### config.mk
export PLATFORM = sky130hd
export DESIGN_NAME = vga_num_writer
export DESIGN_NICKNAME = d
export VERILOG_FILES = /design/src/rtl/vga_num_writer.sv
export SDC_FILE = /design/constraint.sdc
export NUM_CORES = 1
export LEC_CHECK = 0
export ABC_AREA = 1
export CAP_MARGIN = 10
export CORE_MARGIN = 2
export CORE_UTILIZATION = 45
export DETAILED_ROUTE_END_ITERATION = 8
export HOLD_SLACK_MARGIN = 0.1
export MAX_ROUTING_LAYER = met4
export PLACE_DENSITY = 0.78
export SETUP_SLACK_MARGIN = 0.15
export SKIP_LAST_GASP = 1
export SLEW_MARGIN = 20
export SYNTH_ARGS = -nofsm -noshare
export SYNTH_HDL_FRONTEND = slang
export SYNTH_SLANG_ARGS = --single-unit
### constraint.sdc
create_clock -name clk -period 4.2 [get_ports clk]
set_input_delay 1.26 -clock clk [delete_from_list [all_inputs] [get_ports clk]]
set_output_delay 1.26 -clock clk [all_outputs]
set_load 0.005 [all_outputs]
### src/rtl/vga_num_writer.sv
// vga_num_writer
// Converts a signed 32-bit integer to decimal with a sequential
// double-dabble engine, then writes the 14 GPIO display registers
// (12 digits, decimal point, sign) in a back-to-back burst. Outside the
// burst the CPU's GPIO bus is passed straight through; during the burst
// the engine owns the bus and any CPU access is stalled.
module vga_num_writer #(
    parameter logic [31:0] BASE  = 32'h0000_0000,
    parameter logic [7:0]  BLANK = 8'h0F,
    parameter logic [7:0]  NEG   = 8'h01
) (
    input  logic        clk,
    input  logic        rst_n,
    input  logic        start,
    input  logic [31:0] value,
    input  logic [7:0]  point_pos,
    output logic        busy,
    output logic        done,
    input  logic        cpu_req,
    input  logic        cpu_wr_en,
    input  logic [31:0] cpu_addr,
    input  logic [31:0] cpu_dat,
    output logic        cpu_stall,
    output logic        bus_wr_en,
    output logic [31:0] bus_addr,
    output logic [31:0] bus_dat
);

    typedef enum logic [1:0] {
        S_IDLE  = 2'd0,
        S_CONV  = 2'd1,
        S_WRITE = 2'd2,
        S_DONE  = 2'd3
    } state_t;

    // Last conversion iteration and last register index of the burst.
    localparam logic [5:0] CONV_LAST  = 6'd31;
    localparam logic [3:0] WRITE_LAST = 4'd13;

    state_t      r_state;
    state_t      w_next_state;

    logic [5:0]  r_cnt;     // double-dabble iteration counter
    logic [3:0]  r_k;       // register index within the burst
    logic [39:0] r_bcd;     // 10 BCD digits, digit 0 in bits [3:0]
    logic [31:0] r_mag;     // magnitude being shifted into the BCD register
    logic        r_neg;     // sign of the latched value
    logic [7:0]  r_point;   // latched decimal-point position

    logic [39:0] w_bcd_adj;
    logic [3:0]  w_msd;
    logic [3:0]  w_keep;
    logic [39:0] w_bcd_shift;
    logic [3:0]  w_nib;
    logic [7:0]  w_code;

    // Add 3 to every BCD nibble that is 5 or more, ahead of the shift.
    function automatic logic [39:0] bcd_adjust(input logic [39:0] b);
        logic [39:0] res;
        logic [3:0]  nib;
        res = b;
        for (int i = 0; i < 10; i++) begin
            nib = b[4*i +: 4];
            if (nib >= 4'd5) begin
                res[4*i +: 4] = nib + 4'd3;
            end else begin
                res[4*i +: 4] = nib;
            end
        end
        return res;
    endfunction

    // Index of the highest nonzero BCD digit; 0 when the whole value is 0.
    function automatic logic [3:0] find_msd(input logic [39:0] b);
        logic [3:0] idx;
        idx = 4'd0;
        for (int i = 0; i < 10; i++) begin
            if (b[4*i +: 4] != 4'd0) begin
                idx = 4'(i);
            end else begin
                idx = idx;
            end
        end
        return idx;
    endfunction

    // State register.
    always_ff @(posedge clk or negedge rst_n) begin
        if (!rst_n) begin
            r_state <= S_IDLE;
        end else begin
            r_state <= w_next_state;
        end
    end

    // Next-state decode; start is only honoured in IDLE and never queued.
    always_comb begin
        w_next_state = r_state;
        case (r_state)
            S_IDLE: begin
                if (start) begin
                    w_next_state = S_CONV;
                end else begin
                    w_next_state = S_IDLE;
                end
            end
            S_CONV: begin
                if (r_cnt == CONV_LAST) begin
                    w_next_state = S_WRITE;
                end else begin
                    w_next_state = S_CONV;
                end
            end
            S_WRITE: begin
                if (r_k == WRITE_LAST) begin
                    w_next_state = S_DONE;
                end else begin
                    w_next_state = S_WRITE;
                end
            end
            S_DONE: begin
                w_next_state = S_IDLE;
            end
            default: begin
                w_next_state = S_IDLE;
            end
        endcase
    end

    // Datapath: operand capture, double-dabble iterations, burst index.
    always_ff @(posedge clk or negedge rst_n) begin
        if (!rst_n) begin
            r_cnt   <= 6'd0;
            r_k     <= 4'd0;
            r_bcd   <= 40'd0;
            r_mag   <= 32'd0;
            r_neg   <= 1'b0;
            r_point <= 8'd0;
        end else begin
            case (r_state)
                S_IDLE: begin
                    if (start) begin
                        // Negating 32'h80000000 yields itself, which read as
                        // unsigned is exactly 2147483648.
                        r_neg   <= value[31];
                        r_mag   <= value[31] ? (32'd0 - value) : value;
                        r_point <= point_pos;
                        r_bcd   <= 40'd0;
                        r_cnt   <= 6'd0;
                        r_k     <= 4'd0;
                    end else begin
                        r_cnt <= r_cnt;
                    end
                end
                S_CONV: begin
                    r_bcd <= {w_bcd_adj[38:0], r_mag[31]};
                    r_mag <= {r_mag[30:0], 1'b0};
                    if (r_cnt == CONV_LAST) begin
                        r_cnt <= 6'd0;
                    end else begin
                        r_cnt <= r_cnt + 6'd1;
                    end
                end
                S_WRITE: begin
                    if (r_k == WRITE_LAST) begin
                        r_k <= 4'd0;
                    end else begin
                        r_k <= r_k + 4'd1;
                    end
                end
                S_DONE: begin
                    r_k <= 4'd0;
                end
                default: begin
                    r_cnt <= 6'd0;
                    r_k   <= 4'd0;
                end
            endcase
        end
    end

    assign w_bcd_adj = bcd_adjust(r_bcd);

    // Blanking: keep digits up to the most significant one, extended to the
    // decimal point when the point lands on a displayable digit.
    always_comb begin
        w_msd = find_msd(r_bcd);
        if ((r_point < 8'd12) && (r_point[3:0] > w_msd)) begin
            w_keep = r_point[3:0];
        end else begin
            w_keep = w_msd;
        end
    end

    assign w_bcd_shift = r_bcd >> {r_k, 2'b00};
    assign w_nib       = w_bcd_shift[3:0];

    // Code written to register k of the burst.
    always_comb begin
        w_code = BLANK;
        if (r_k < 4'd10) begin
            if (r_k <= w_keep) begin
                w_code = {4'h0, w_nib};
            end else begin
                w_code = BLANK;
            end
        end else if (r_k < 4'd12) begin
            // The two top digits have no BCD source; they show zero only when
            // the point forces them into the kept range.
            if (w_keep >= 4'd10) begin
                w_code = 8'h00;
            end else begin
                w_code = BLANK;
            end
        end else if (r_k == 4'd12) begin
            w_code = r_point;
        end else begin
            w_code = r_neg ? NEG : 8'h00;
        end
    end

    // Outputs: status decode and the CPU/engine bus multiplexer.
    always_comb begin
        busy      = 1'b0;
        done      = 1'b0;
        cpu_stall = 1'b0;
        bus_wr_en = cpu_wr_en;
        bus_addr  = cpu_addr;
        bus_dat   = cpu_dat;
        case (r_state)
            S_IDLE: begin
                busy = 1'b0;
            end
            S_CONV: begin
                busy = 1'b1;
            end
            S_WRITE: begin
                busy      = 1'b1;
                cpu_stall = cpu_req;
                bus_wr_en = 1'b1;
                bus_addr  = BASE + {28'h0, r_k};
                bus_dat   = {24'h0, w_code};
            end
            S_DONE: begin
                busy = 1'b1;
                done = 1'b1;
            end
            default: begin
                busy = 1'b0;
            end
        endcase
    end

endmodule

==> results.yml, run 1 <==
worst_setup_path:
  crit_type: "reg -> out"
  rrSetupSlack_ns: 2.00
  critical_path_arrival_ns: 3.42
  timing.critical_path.fanout_max: 4
  critical_path_end_type: "output pin"
  timing.critical_path.required_ns: 2.94
  start_kind: "flop"
  r2r_start: "r_state[0]$_DFF_PN0_"
  worstReg2RegEnd: "r_bcd[28]$_DFFE_PN0P_"
  ff2ff_path_depth: 6
sta:
  achievable-frequency_mhz: 214
  unrepaired_setup_endpoints_after_global_routing: "yes"
  whs_ns: 0.484
  worst_slew_margin_rel_pct: 31.6
  post-route-min-period_ns: 4.68
  final_hold_viol_count: 0
  clock-skew-final_ns: 0.0100
  worstMarginPinSlew_ns: 1.02
  worst_slack_ns: -0.475
  final-max-slew-violation-count: 0
  final-setup-viol-count: 4
  finalCritPeriodShare_pct: 111
hold_path:
  hold_class: "reg -> reg"
  hold_depth: 2
  hold_end: "r_bcd[0]$_DFFE_PN0P_"
  hold_path_startpoint: "r_mag[31]$_DFFE_PN0P_"
run_status:
  status: "finished, violations left"
  violations: "negative setup slack"
pwr:
  p_leak_nw: 4.54
  internal_power_mw: 2.48
  swShare_pct: 36.6
  comb_power_share_pct: 47.2
  pwr_density_cell_nw_per_um2: 410
  power.ir.vdd_worst_mv: 0.224
  p_clk_share_pct: 22.2
  sequential_share_of_power_pct: 30.5
  net-switching-power_mw: 1.43
cts:
  worstSkewPairLatency_ns: 0.35
  root_buffer: "clkbuf_16"
  tritoncts: "built"
  ctsHtreeMaxLevel: 3
  holdBufCountCts: 0
  cts_buffers: 9
  cts.clk_slew.worst_paths_ns: 0.07
  clock-sinks: 93
  clock_tree.buffer_depth: 2
synth:
  synth_cells: 922
  synth_most_common_cell: "inv_1"
  most_numerous_cell_types_in_the_synthesized_netlist: "inv_1, nand2_1, nor2_1"
  ff_latch_count_synth: 93
  syn_area_um2: 6620
  postSynthNetCount: 1064
  post_synth_main_area_contributors: "dfrtp_1, inv_1, nand2_1"
  edff_count_synth: 0
  syn_area_per_cell_um2: 7.18
  synth_warnings: 0
  yosysTopAreaCellShare_pct: 35.2
  synth_flop_cell: "dfrtp_1"
  ys_seq_area_share_pct: 35.2
  synth-async-reset-ratio_pct: 100
  netlist-cell-type-count: 45
  synth_area_leader_cell: "dfrtp_1"
global_route:
  globalRouteOverflowTotal: 0
  initial_antenna_violation_count: 0
  largest_net_degree_at_the_start_of_global_routing: 55
  vias_in_the_first_global_route: 6860
  globalRouteTotalUtil_pct: 25.6
  first_pass_grt_wire_length_um: 32700
layout:
  n_fill_cell: 1211
  syn_to_final_growth_pct: 44.2
  insertedDiodeCount: 0
  final_layout_size_suffix_gt1_share_pct: 14.9
  finalCoreUtilization_pct: 66.2
  layout.nets: 1302
route:
  detail-route-antenna-nets: 0
  route.met3.wl_um: 1060
  drt_pre_antenna_iters: 5
  dr.first_iter.drc_count: 545
  met2_length_um: 9810
  wl_met1_um: 8470
  top_sig_layer: "met4"
  post-route-drc-count: 0
  avgRoutedWirePerCell_um: 14.5
  vias_per_cell: 5.25
  finalWirelength_um: 19600
  via_count: 7077
job:
  max_cap_violations: 0
die:
  chipWidth_um: 125
  die_height_um: 125
  initial_core_util_pct: 45.9
  coreArea_um2: 14400
  die_area_um2: 15700
  ioPinCount: 177
  row_count: 44
placed_design:
  dp_hpwl_um: 14400
  gpl.final_weighted_congestion: 0.913
  dp_slack_ns: -0.521
  numPortBuffers: 176
==> worst max-delay path, stage by stage, from the launching register on <==
cell and delay, ns:
dfrtp_1 0.40, inv_2 0.09, ha_4 0.13, nand2_2 0.04, nor2_2 0.11, nand2_1 0.08, a21oi_2 0.14, nor2_1 0.06
nor2_1 0.08, nor2_1 0.06, o21ai_2 0.18, ha_4 0.23, nand2_2 0.05, nor2_2 0.03, nor2_2 0.13, nand2_2 0.09
buf_4 0.14, buf_6 0.12, nand2_2 0.07, o21ai_2 0.06, ha_1 0.28, nand4_1 0.09, nand2_2 0.13, nand2_2 0.06
nand2_1 0.07, nand2_1 0.04, buf_2 0.12
==> metrics by stage <==
step | instance area (um^2) | setup TNS (ns) | cells | power, mW
6_report | 9540 | -1.86 | 1349 | 3.91
4_1_cts | 9410 | -2.25 | 1348 | 3.84
3_3_place_gp | 9060 | -1.76 | 1327 | 2.87
5_1_grt | 9540 | -2.57 | 1349 | 4.19
2_1_floorplan | 6620 | 0 | 922 | 2.10
3_5_place_dp | 9060 | -2.00 | 1327 | 2.93
==> repair_timing <==
item	CTS	global route
buffers inserted	5	1
endpoints found under the hold margin	0	0
pin swaps	16	26
setup endpoints to repair	4	4
gates resized for setup	23	29
==> area by class of cell <==
class	count	area, um^2	area share [%]
clock buffer	11	253	2.65
sequential	93	2330	24.4
inverter	159	597	6.25
clock inverter	5	63.8	0.669
tap	184	230	2.41
timing repair buffer	258	2360	24.7
multi-input combinational	639	3710	38.9
==> cell usage in the layout, fill, tap and decap left out, types with 30 or more instances in the layout <==
cell type,instances
xor2_1,30
inv_1,145
a21oi_1,31
nand3_1,33
nor2_1,117
o21ai_0,92
nand2_1,128
dfrtp_1,93
buf_4,82
clkdlybuf4s50_1,171
==> registers in the layout, indices dropped and copies added (netlist names), named ones only <==
name	cells
r_cnt	6
r_bcd	40
r_neg	1
r_state	1
r_mag	32
r_k	4
r_point	8
==> how the worst max path moves through the flow <==
stage                         startpoint  cells past startpoint  slack [ns]         end
floorplan           r_bcd[8]$_DFFE_PN0P_                     26        0.17  bus_dat[1]
global placement    r_bcd[8]$_DFFE_PN0P_                     27       -0.46  bus_dat[1]
detailed placement  r_bcd[9]$_DFFE_PN0P_                     27       -0.52  bus_dat[1]
CTS                 r_bcd[8]$_DFFE_PN0P_                     27       -0.57  bus_dat[1]
global route        r_bcd[9]$_DFFE_PN0P_                     28       -0.65  bus_dat[1]
finish              r_bcd[9]$_DFFE_PN0P_                     26       -0.48  bus_dat[1]
==> kinds of logic after synthesis <==
group | Yosys count | synth area share (%)
xor gates and xnor gates | 38 | 5.03
adders and majority gates | 33 | 6.24
AOI/OAI and AO/OA | 230 | 20.8
and+or+nand+nor | 338 | 21.8
buffers and inverters | 190 | 10.9
DFF | 93 | 35.2
==> layer usage <==
metal / up-vias / global-route usage (%)
li1: 3503 / -
met4: 0 / 5.49
met2: 249 / 43.8
met1: 3300 / 32.4
met5: - / -
met3: 25 / 3.81
==> power by group through the flow <==
stage / logic (mW) / registers (mW) / clock network [mW]
floorplan: 0.885 / 1.22 / 0
global placement: 1.67 / 1.20 / 0
detailed placement: 1.72 / 1.20 / 0
CTS: 1.78 / 1.19 / 0.874
global route: 2.06 / 1.22 / 0.918
finish: 1.85 / 1.20 / 0.870
Power figures use the tool's default switching activity.
==> inputs of run 2 (changes only) <==
--- a/config.mk
+++ b/config.mk
@@ -6,7 +6,6 @@
 export NUM_CORES = 1
 export LEC_CHECK = 0
 export ABC_AREA = 1
-export CAP_MARGIN = 10
 export CORE_MARGIN = 2
 export CORE_UTILIZATION = 45
 export DETAILED_ROUTE_END_ITERATION = 8
==> results of run 2 <==
Final layout, timing and power as in run 1 (identical DEF).
==> inputs of run 3 (changes only) <==
--- a/config.mk
+++ b/config.mk
@@ -6,9 +6,10 @@
 export NUM_CORES = 1
 export LEC_CHECK = 0
 export ABC_AREA = 1
-export CORE_MARGIN = 2
+export CORE_MARGIN = 8
 export CORE_UTILIZATION = 45
 export DETAILED_ROUTE_END_ITERATION = 8
+export GPL_ROUTABILITY_DRIVEN = 1
 export HOLD_SLACK_MARGIN = 0.1
 export MAX_ROUTING_LAYER = met4
 export PLACE_DENSITY = 0.78
==> constraint.sdc (replaced) <==
create_clock -name clk -period 4.1 [get_ports clk]
set_input_delay 1.23 -clock clk [delete_from_list [all_inputs] [get_ports clk]]
set_output_delay 1.23 -clock clk [all_outputs]
set_load 0.005 [all_outputs]
==> results.yml, run 3 (synthesized netlist as in run 1, its figures left out) <==
run_status:
  status: "finished, violations left"
  violations: "negative setup slack"
global_route:
  largest_net_degree_at_the_start_of_global_routing: 69
  vias_in_the_first_global_route: 6816
  initial_antenna_violation_count: 0
  globalRouteTotalUtil_pct: 21.9
  globalRouteOverflowTotal: 0
  first_pass_grt_wire_length_um: 32700
route:
  drt_pre_antenna_iters: 5
  dr.first_iter.drc_count: 565
  finalWirelength_um: 20300
  via_count: 7058
  avgRoutedWirePerCell_um: 15.1
  detail-route-antenna-nets: 0
  post-route-drc-count: 0
  vias_per_cell: 5.23
worst_setup_path:
  crit_top_cell: "nand2_1"
  start_kind: "flop"
  critical_path_end_type: "output pin"
  crit_type: "reg -> out"
  rrSetupSlack_ns: 1.88
  cp_slowest_cell: "dfrtp_1"
  critPathMaxStageDelay_ns: 0.38
  timing.critical_path.fanout_max: 4
  critical_path_arrival_ns: 3.33
  timing.critical_path.required_ns: 2.87
cts:
  root_buffer: "clkbuf_16"
  ctsHtreeMaxLevel: 3
  tritoncts: "built"
  worstSkewPairLatency_ns: 0.35
  cts.clk_slew.worst_paths_ns: 0.06
  cts_buffers: 9
  clock-sinks: 93
  clock_tree.buffer_depth: 2
sta:
  final-max-slew-violation-count: 0
  achievable-frequency_mhz: 219
  timing.setup.tns_ns: -1.78
  clock-skew-final_ns: 0.00978
  worst_slack_ns: -0.459
  final_hold_viol_count: 0
  finalCritPeriodShare_pct: 111
  unrepaired_setup_endpoints_after_global_routing: "yes"
  post-route-min-period_ns: 4.56
  worstMarginPinSlew_ns: 1.00
  whs_ns: 0.496
  final-setup-viol-count: 4
  worst_slew_margin_rel_pct: 33.1
hold_path:
  hold_class: "reg -> reg"
placed_design:
  dp_hpwl_um: 15500
  dp_slack_ns: -0.589
  placed_cells_incl_taps: 1331
  placed_area_um2: 9100
  gpl.final_weighted_congestion: 0.894
  numPortBuffers: 176
pwr:
  power.ir.vdd_worst_mv: 0.254
  p_total_mw: 4.00
  p_leak_nw: 4.53
  pwr_density_cell_nw_per_um2: 421
job:
  max_cap_violations: 0
layout:
  design_area_um2: 9500
  largest_register: "r_bcd"
  mostFrequentLayoutCells: "clkdlybuf4s50_1, inv_1, nand2_1, nor2_1, dfrtp_1"
  instances_no_fill: 1349
  layout.nets: 1303
  max_ffs_per_register: 40
  regs_by_ff_count: "r_bcd (40), r_mag (32), r_point (8)"
  finalCoreUtilization_pct: 65.8
  insertedDiodeCount: 0
  final_layout_size_suffix_gt1_share_pct: 14.3
  layout.cells.most_common: "clkdlybuf4s50_1"
  syn_to_final_growth_pct: 43.6
die:
  ioPinCount: 177
  die_area_um2: 18800
  die_height_um: 137
  row_count: 44
  coreArea_um2: 14400
  chipWidth_um: 137
  initial_core_util_pct: 45.9
-- run 3: changes by cell type in the layout (fill, tap and decap cells not counted), sizes merged --
cell / change
buf: +1
clkinv: -1
-- run 3: area by class of cell --
class                           count  area (um^2)
Clock buffer                       11          253
Clock inverter                      4         55.1
Fill cell                        1226         4930
Inverter                          159          597
Multi-Input combinational cell    639         3670
Sequential cell                    93         2330
Tap cell                          184          230
Timing Repair Buffer              259         2360
-- run 3: final timing paths --
kind / start / depth (start not counted) / end
max in group asynchronous: rst_n / 2 / r_point[4]$_DFFE_PN0P_
hold / removal: r_mag[24]$_DFFE_PN0P_ / 2 / r_mag[24]$_DFFE_PN0P_
setup reg to reg: r_state[0]$_DFF_PN0_ / 7 / r_cnt[2]$_DFFE_PN0P_
hold reg to reg: r_mag[24]$_DFFE_PN0P_ / 2 / r_mag[24]$_DFFE_PN0P_
setup / recovery: r_bcd[8]$_DFFE_PN0P_ / 27 / bus_dat[1]
min in group asynchronous: rst_n / 1 / r_bcd[18]$_DFFE_PN0P_
-- run 3: where the power goes --
group	switching, mW	internal [mW]
clock network	0.377	0.508
registers	0.127	1.11
logic	0.950	0.927
total	1.45	2.54
-- run 3: timing repair --
item,in CTS,in global routing
gates resized for setup,33,9
hold buffers,0,0
gates cloned,0,0
endpoints found under the setup margin,4,7
setup buffers,3,0
pin swaps,25,18
-- run 3: critical path, delay by kind of cell (launching register included) --
| family | cells | cell delay, ns |
|---|---|---|
| buffers and inverters | 5 | 0.49 |
| flip-flops | 1 | 0.38 |
| adder cells (fa/ha/maj) | 3 | 0.73 |
| AO/OA/AOI/OAI | 1 | 0.15 |
| AND/OR/NAND/NOR | 18 | 1.24 |
-- run 3: metal layers --
layer	vias to the layer above	GRT usage [%]	share of wire [%]
met3	22	4.16	6.9
met1	3279	27.3	44
li1	3511	-	-
met4	0	6.40	1.4
met5	-	-	0
met2	246	35.4	48
